`src/rtl/mmio_wr_fifo.sv`:
```
// rtl/mmio_wr_fifo.sv - circular-buffer write FIFO between MMIO write decode and read-response mux
//
// Ports:
//   clk, rst_n             clock, asynchronous active-low reset
//   wr_en, wr_data         push one word
//   rd_en                  pop head; rd_data/rd_valid follow one cycle later
//   rd_data, rd_valid      registered pop result and its one-cycle qualifier
//   peek_data              combinational head entry (undefined while empty)
//   flush                  synchronous clear of contents (wins over push/pop)
//   clr_err                clears sticky overflow/underflow
//   full, empty, count     occupancy status from the registered count
//   overflow, underflow    sticky error flags
module mmio_wr_fifo #(
    parameter int WIDTH = 64,
    parameter int DEPTH = 8
) (
    input  logic                     clk,
    input  logic                     rst_n,
    input  logic                     wr_en,
    input  logic [WIDTH-1:0]         wr_data,
    input  logic                     rd_en,
    output logic [WIDTH-1:0]         rd_data,
    output logic                     rd_valid,
    output logic [WIDTH-1:0]         peek_data,
    input  logic                     flush,
    input  logic                     clr_err,
    output logic                     full,
    output logic                     empty,
    output logic [$clog2(DEPTH):0]   count,
    output logic                     overflow,
    output logic                     underflow
);

    localparam int AW = $clog2(DEPTH);
    localparam int CW = AW + 1;

    generate
        if (DEPTH < 2 || (DEPTH & (DEPTH - 1)) != 0) begin : g_bad_depth
            $error("mmio_wr_fifo: DEPTH must be a power of two and at least 2");
        end
    endgenerate

    logic [WIDTH-1:0] mem [DEPTH];

    logic [AW-1:0]    wr_ptr_q, wr_ptr_d;
    logic [AW-1:0]    rd_ptr_q, rd_ptr_d;
    logic [CW-1:0]    count_q, count_d;
    logic [WIDTH-1:0] rd_data_q, rd_data_d;
    logic             rd_valid_q, rd_valid_d;
    logic             overflow_q, overflow_d;
    logic             underflow_q, underflow_d;

    logic             full_s, empty_s;
    logic             push_ok, pop_ok;
    logic             ovf_evt, udf_evt;

    assign full_s  = (count_q == CW'(DEPTH));
    assign empty_s = (count_q == '0);

    // Flush masks both requests, so it never raises an error flag either.
    // A pop frees the head slot in the same cycle, so a full FIFO still accepts
    // a push that coincides with a pop; there is no bypass in the empty case.
    assign pop_ok  = rd_en & ~flush & ~empty_s;
    assign push_ok = wr_en & ~flush & (~full_s | pop_ok);
    assign ovf_evt = wr_en & ~flush & ~push_ok;
    assign udf_evt = rd_en & ~flush & ~pop_ok;

    always_comb begin
        wr_ptr_d    = wr_ptr_q;
        rd_ptr_d    = rd_ptr_q;
        count_d     = count_q;
        rd_data_d   = rd_data_q;
        rd_valid_d  = 1'b0;
        // A new error wins over a coincident clear.
        overflow_d  = ovf_evt | (overflow_q & ~clr_err);
        underflow_d = udf_evt | (underflow_q & ~clr_err);

        if (flush) begin
            wr_ptr_d = '0;
            rd_ptr_d = '0;
            count_d  = '0;
        end else begin
            if (pop_ok) begin
                rd_data_d  = mem[rd_ptr_q];
                rd_valid_d = 1'b1;
                rd_ptr_d   = rd_ptr_q + AW'(1);
            end
            if (push_ok) begin
                wr_ptr_d = wr_ptr_q + AW'(1);
            end
            case ({push_ok, pop_ok})
                2'b10:   count_d = count_q + CW'(1);
                2'b01:   count_d = count_q - CW'(1);
                default: count_d = count_q;
            endcase
        end
    end

    always_ff @(posedge clk or negedge rst_n) begin
        if (!rst_n) begin
            wr_ptr_q    <= '0;
            rd_ptr_q    <= '0;
            count_q     <= '0;
            rd_data_q   <= '0;
            rd_valid_q  <= 1'b0;
            overflow_q  <= 1'b0;
            underflow_q <= 1'b0;
        end else begin
            wr_ptr_q    <= wr_ptr_d;
            rd_ptr_q    <= rd_ptr_d;
            count_q     <= count_d;
            rd_data_q   <= rd_data_d;
            rd_valid_q  <= rd_valid_d;
            overflow_q  <= overflow_d;
            underflow_q <= underflow_d;
        end
    end

    // Storage is deliberately left out of reset.
    always_ff @(posedge clk) begin
        if (push_ok) begin
            mem[wr_ptr_q] <= wr_data;
        end
    end

    assign rd_data   = rd_data_q;
    assign rd_valid  = rd_valid_q;
    assign peek_data = mem[rd_ptr_q];
    assign full      = full_s;
    assign empty     = empty_s;
    assign count     = count_q;
    assign overflow  = overflow_q;
    assign underflow = underflow_q;

endmodule
```
`config.mk`:
```
export PLATFORM = sky130hd
export DESIGN_NAME = mmio_wr_fifo
export DESIGN_NICKNAME = d
export VERILOG_FILES = /design/src/rtl/mmio_wr_fifo.sv
export SDC_FILE = /design/constraint.sdc
export NUM_CORES = 1
export LEC_CHECK = 0
export CAP_MARGIN = 30
export CORE_UTILIZATION = 62
export DETAILED_ROUTE_END_ITERATION = 7
export HOLD_SLACK_MARGIN = 0.02
export PLACE_DENSITY = 0.92
export SYNTH_ARGS = -nofsm -noshare
export SYNTH_HDL_FRONTEND = slang
export SYNTH_SLANG_ARGS = --single-unit
```
`constraint.sdc`:
```
create_clock -name clk -period 22.1 [get_ports clk]
set_input_delay 4.42 -clock clk [delete_from_list [all_inputs] [get_ports clk]]
set_output_delay 4.42 -clock clk [all_outputs]
set_load 0.01 [all_outputs]
```
== Word level (Yosys, flattened, before mapping) ==
Memories as Yosys holds them, arrays and structs flattened.
Index checks and enable logic that the tools add are counted.
W data, S select, Z words.
Word-level totals
  bits in registers: 77
  input bits: 70
  memories kept: 1
  output and inout bits: 137
  RAM bits: 512
Memories
  mem: depth 8, width 64, rd ports 1, clocked after memory_dff 0, wr ports 1, RTL line 43  | logic [WIDTH-1:0] mem [DEPTH];
Operators by class
  reductions and logical operators: 5
  muxes and demuxes: 10
  bitwise logic cells: 17
  add/sub/neg operators: 4
  eq/ne operators: 3
Operator list (count)
  $mux W3: 4
  $and A1 B1 Y1: 8
  $pmux W4 S2: 1
  $add A3 B1 Y3 const B: 2
  $not A1 Y1: 6
  $add A4 B1 Y4 const B: 1
  $eq A4 B4 Y1 const B: 1
  $logic_not A4 Y1: 1
  $mux W1: 4
  $mux W4: 1
  $reduce_bool A2 Y1: 2
  $sub A4 B1 Y4 const B: 1
  $or A1 B1 Y1: 3
  $reduce_bool A3 Y1: 1
  $eq A2 B1 Y1 const B: 1
  $eq A2 B2 Y1 const B: 1
  $reduce_and A2 Y1: 1

== Depth between registers and ports, before layout ==
  depth after elaboration: 8
  gate-level depth with buffers: 9
  depth with buffers taken out: 8

== Worst setup path after synthesis ==
OpenSTA, ideal clock, no wires.
  path type: input to register
  start: input wr_en
  end: memory mem[0][0], enable pin
  setup slack: 9902 ps
  arrival time: 11531 ps
  path buffers: 1
  cell stages on the path: 3
  data required time: 21434 ps
  path through: clkbuf_1 > o21ai_1 > nor4b_1
On the way
  word-level cells in the longest chain between the ends: 4
Ends and longest elaborated chain
  start, declared: RTL line 19  | input logic wr_en,
  $and A1 B1 Y1 (2 in a row): RTL line 64  | assign push_ok = wr_en & ~flush & (~full_s | pop_ok);
  $mux W1: RTL line 121  | if (push_ok) begin
  $mux W1 (not written as such): RTL line 122  | mem[wr_ptr_q] <= wr_data;
  end, declared: RTL line 43
No other way between the ends.

== Worst setup path after layout ==
  start: register rd_ptr_q[1]
  end: output peek_data[62]
On the way
  word-level cells in the longest chain between the ends: 1
Ends and longest elaborated chain
  start, declared: RTL line 46  | logic [AW-1:0] rd_ptr_q, rd_ptr_d;
  start signal, assigned: RTL line 110  | rd_ptr_q <= rd_ptr_d;
  $mem_v2 Z8 W64
  end, declared: RTL line 24  | output logic [WIDTH-1:0] peek_data,
No other way between the ends.

==> run summary <==
The run finished with clean final reports. The maximum clock skew at final layout is between 0.01 and 0.015 ns. The clock buffer count from CTS came out at 56. The mean number of vias per cell is ~6.2. The height of the die came out at ~190 um.

The delay of the slowest cell on the worst path came out at about 0.90 ns. The tightest slew margin relative to the limit came out at 0.340. Synthesis instantiated 44 different standard cells from the library. In this run the critical register-to-register path is captured at rd_data[40].

The number of cells traversed by the worst register-to-register path came out at 7. The critical path startpoint category is a flip-flop. The I/O pin count is around 210. Once placement completed, the tool counted placed cells totaling around 1800.

Setup repair after global routing left no endpoint under its margin. The critical path required time came out at roughly 18 ns. Synthesis inferred around 590 register bits.

Dividing total power by cell area gives a power density of between 100 and 150 nW/um2. The number of hold-slack violations in the final timing report came to 0. For this run, the leading register cell type out of synthesis is edfxtp_1. The clock passes through at most 3 buffers. The total of max-cap violations came out at 0. In this run the mean area of a mapped cell was 19.3 um2. Adding up every negative setup slack in the final design gives 0 ns. Once detail routing completed, the nets flagged for antenna violations numbered 0.

The Yosys step of the flow raised 0 warnings. TritonCTS built the clock tree. The iteration-0 DRC count of the detailed router is ~930. The maximum number of pins on one net before global-route repair is 73. The clock sink count is slightly below 600. At the pin with the least slew margin, the transition time is between 0.9 and 1 ns. Across every metal layer, demand over resource in global routing totals 0.254. The finished layout holds between 1500 and 2000 standard cells, fillers aside. The detailed-routing iteration count for the pre-antenna-repair pass is 5.

The relative area change from synthesis to final layout came out at 18.9%. The global-route wire length before repair came out at 72.2 mm. The cts-stage hold buffer count came out at 0. For hold timing, the worst endpoint is rd_data[2]. The number of gates resized after cts came out at 0.

The average wire per cell in the routed design came out at about 25 um. The worst path arrival time is 4.61 ns. The total detailed-routing wirelength is 47.7 mm. The cell leakage power is just under 9 nW. The clock root buffer is clkbuf_16. The latest clock arrival within the worst-skew pair came out at approximately 0.59 ns. After technology mapping, the gate count stands at around 1200. The row count came out at 70. The launch point of the worst reg-to-reg path is rd_ptr_q[1]. The peak fanout along the critical path is 60. The via count of the first global-routing pass is 12400. The HPWL reported at the end of detailed placement is around 25 mm.

Counting flops with a built-in enable in the synthesized netlist gives 512. The standard cell core area came out at between 30000 and 40000 um2. When the netlist entered floorplanning its net count stood at between 1000 and 1500. The critical path's slowest cell is dfrtp_4.

The final max-slew violation count was 0. The clock-pin slew of the registers on the worst-case setup and hold paths came out at about 0.060 ns. Of the cells placed in the final design, the portion with a size suffix greater than 1 is 0.214. The startpoint identified for the worst hold timing path is rd_data[2]. Buffers added to address setup during post-CTS repair amount to 0.

The total overflow reported by the global router came out at 0. STA classifies the critical path endpoint as an output port. The register-to-register setup slack came out at ~18 ns. The worst-case IR drop observed on VDD is ~0.00011 V. The summed instance area of the synthesized netlist came out at between 20000 and 25000 um2.

The final hold slack came out at a little over 0.5 ns. The detailed-route DRC error count is 0. In the final design database the tool counted 1484 nets. The port buffer count is between 200 and 250.

The count of final setup violators is 0. The minimum clock period after layout is ~9.0 ns. The async set-or-reset flop fraction in the synthesized netlist came out at 0.131. For this configuration, the core starts out at a cell density of 0.628.

For this run, the top clock speed supported by timing is about 110 MHz. Walking the worst path, the cells encountered are buf_4 -> buf_4 -> buf_16 -> mux2_2 -> o22ai_1 -> a221oi_1 -> clkdlybuf4s50_1. The H-tree depth is 2.

The horizontal extent of the die came out at just under 200 um. The cell depth of the worst min-delay path is 1. The tightest min-delay check is of the reg2reg type. The final weighted congestion in routability-driven placement is roughly 0.73. The portion of the post-synthesis area used by sequential elements came out at 0.756. The kind of critical path is reg2out. The number of antenna violations at the first check in global routing came out at 2. The most frequent cell on the critical path is buf_4. The number of vias in the routed layout came out at 12000. The share of the cycle needed by the critical path after routing is 0.408. The die outline area is 37700 um2.
==> worst max path at each step <==
stage | to | from | cells after the start
after floorplan | mem[0][0] | wr_en | 3
after global placement | peek_data[50] | rd_ptr_q[1] | 6
after detailed placement | peek_data[62] | rd_ptr_q[1] | 6
after CTS | peek_data[62] | rd_ptr_q[1] | 6
after global routing | peek_data[62] | rd_ptr_q[1] | 7
final | peek_data[62] | rd_ptr_q[1] | 7
==> logic make-up (layout without fill, tap and decap cells) <==
family,after synthesis,count (layout),synth area share
fa+ha+maj,5,5,0.00306
xor+xnor,5,5,0.00191
buf+inv,71,335,0.0206
mux,324,324,0.160
flops,589,589,0.756
compound gates,139,139,0.0452
other cells,0,2,0
simple gates,54,54,0.0130
==> cells in the mapped netlist, drive strengths merged (3+ instances only) <==
cell type | n | area share
nand3 | 3 | 0.00066
clkbuf | 23 | 0.0038
buf | 44 | 0.016
nor2b | 5 | 0.0014
a221oi | 64 | 0.024
nand2 | 6 | 0.0013
edfxtp | 512 | 0.67
ha | 4 | 0.0022
o22ai | 65 | 0.018
dfrtp | 77 | 0.084
nand2b | 7 | 0.0019
nor3 | 4 | 0.00087
mux2 | 194 | 0.10
mux2i | 130 | 0.057
nor2 | 16 | 0.0026
xor2 | 4 | 0.0015
inv | 4 | 0.00066
==> worst max-delay path: cells and delay by family (launching register included) <==
family	cells	cell delay, ns
buf+inv	4	2.24
compound gates	2	0.57
mux	1	0.22
flops	1	0.90
==> layout make-up <==
| cell class | instances | area, um2 |
|---|---|---|
| timing repair buffer | 231 | 2380 |
| multi-input combinational | 527 | 5190 |
| clock buffer | 80 | 1540 |
| clock inverter | 20 | 171 |
| sequential | 589 | 17300 |
| antenna | 2 | 5.00 |
| fill | 1954 | 9230 |
| tap | 468 | 586 |
| inverter | 4 | 17.5 |
==> flip-flops by register name (all words and copies together) (netlist names) <==
register and flops:
count 4, mem 512, overflow 1, rd_data 64, rd_ptr_q 3, rd_valid 1, underflow 1, wr_ptr_q 3
==> cells in the final DEF (no fill, tap or decap), drive strengths merged, types with 2 or more instances in the layout <==
| master | netlist | routed |
|---|---|---|
| nor2 | 16 | 16 |
| clkdlybuf4s50 | 0 | 205 |
| bufinv | 0 | 3 |
| or4 | 2 | 2 |
| ha | 4 | 4 |
| nor4b | 2 | 2 |
| o211ai | 2 | 2 |
| nand2 | 6 | 6 |
| a221oi | 64 | 64 |
| buf | 44 | 26 |
| dfrtp | 77 | 77 |
| nand2b | 7 | 7 |
| inv | 4 | 4 |
| nand3b | 2 | 2 |
| o22ai | 65 | 65 |
| edfxtp | 512 | 512 |
| nor4 | 2 | 2 |
| clkbuf | 23 | 80 |
| nor3 | 4 | 4 |
| xor2 | 4 | 4 |
| clkinv | 0 | 15 |
| clkinvlp | 0 | 2 |
| and3 | 2 | 2 |
| nor2b | 5 | 5 |
| mux2 | 194 | 194 |
| diode | 0 | 2 |
| mux2i | 130 | 130 |
| nand3 | 3 | 3 |
| o21ai | 2 | 2 |
==> layer usage <==
metal / vias to the layer above / track usage / wire (um)
met5: - / 0 / 0
met4: 0 / 0.0826 / 991
met3: 65 / 0.0433 / 3210
met2: 469 / 0.425 / 24200
met1: 6183 / 0.344 / 19200
li1: 5243 / - / -
==> through the flow <==
| stage | setup WS, ns | instance area [um2] | utilization | total power (W) |
|---|---|---|---|---|
| 2_1_floorplan | 9.90 | 22900 | - | 0.00177 |
| 3_3_place_gp | 13.56 | 25300 | 0.694 | 0.00207 |
| 3_5_place_dp | 13.43 | 25400 | 0.697 | 0.00210 |
| 4_1_cts | 12.79 | 27100 | 0.744 | 0.00300 |
| 5_1_grt | 12.85 | 27200 | 0.747 | 0.00309 |
| 6_report | 13.07 | 27200 | 0.747 | 0.00299 |
==> report_power, final <==
part | switching, W | leakage [nW] | internal [W] | total [W]
logic | 0.000327 | 2.52 | 0.000403 | 0.000730
registers | 0.0000583 | 5.55 | 0.00130 | 0.00136
clock network | 0.000385 | 0.833 | 0.000517 | 0.000903
No activity file was read; power rests on OpenSTA's default activity.
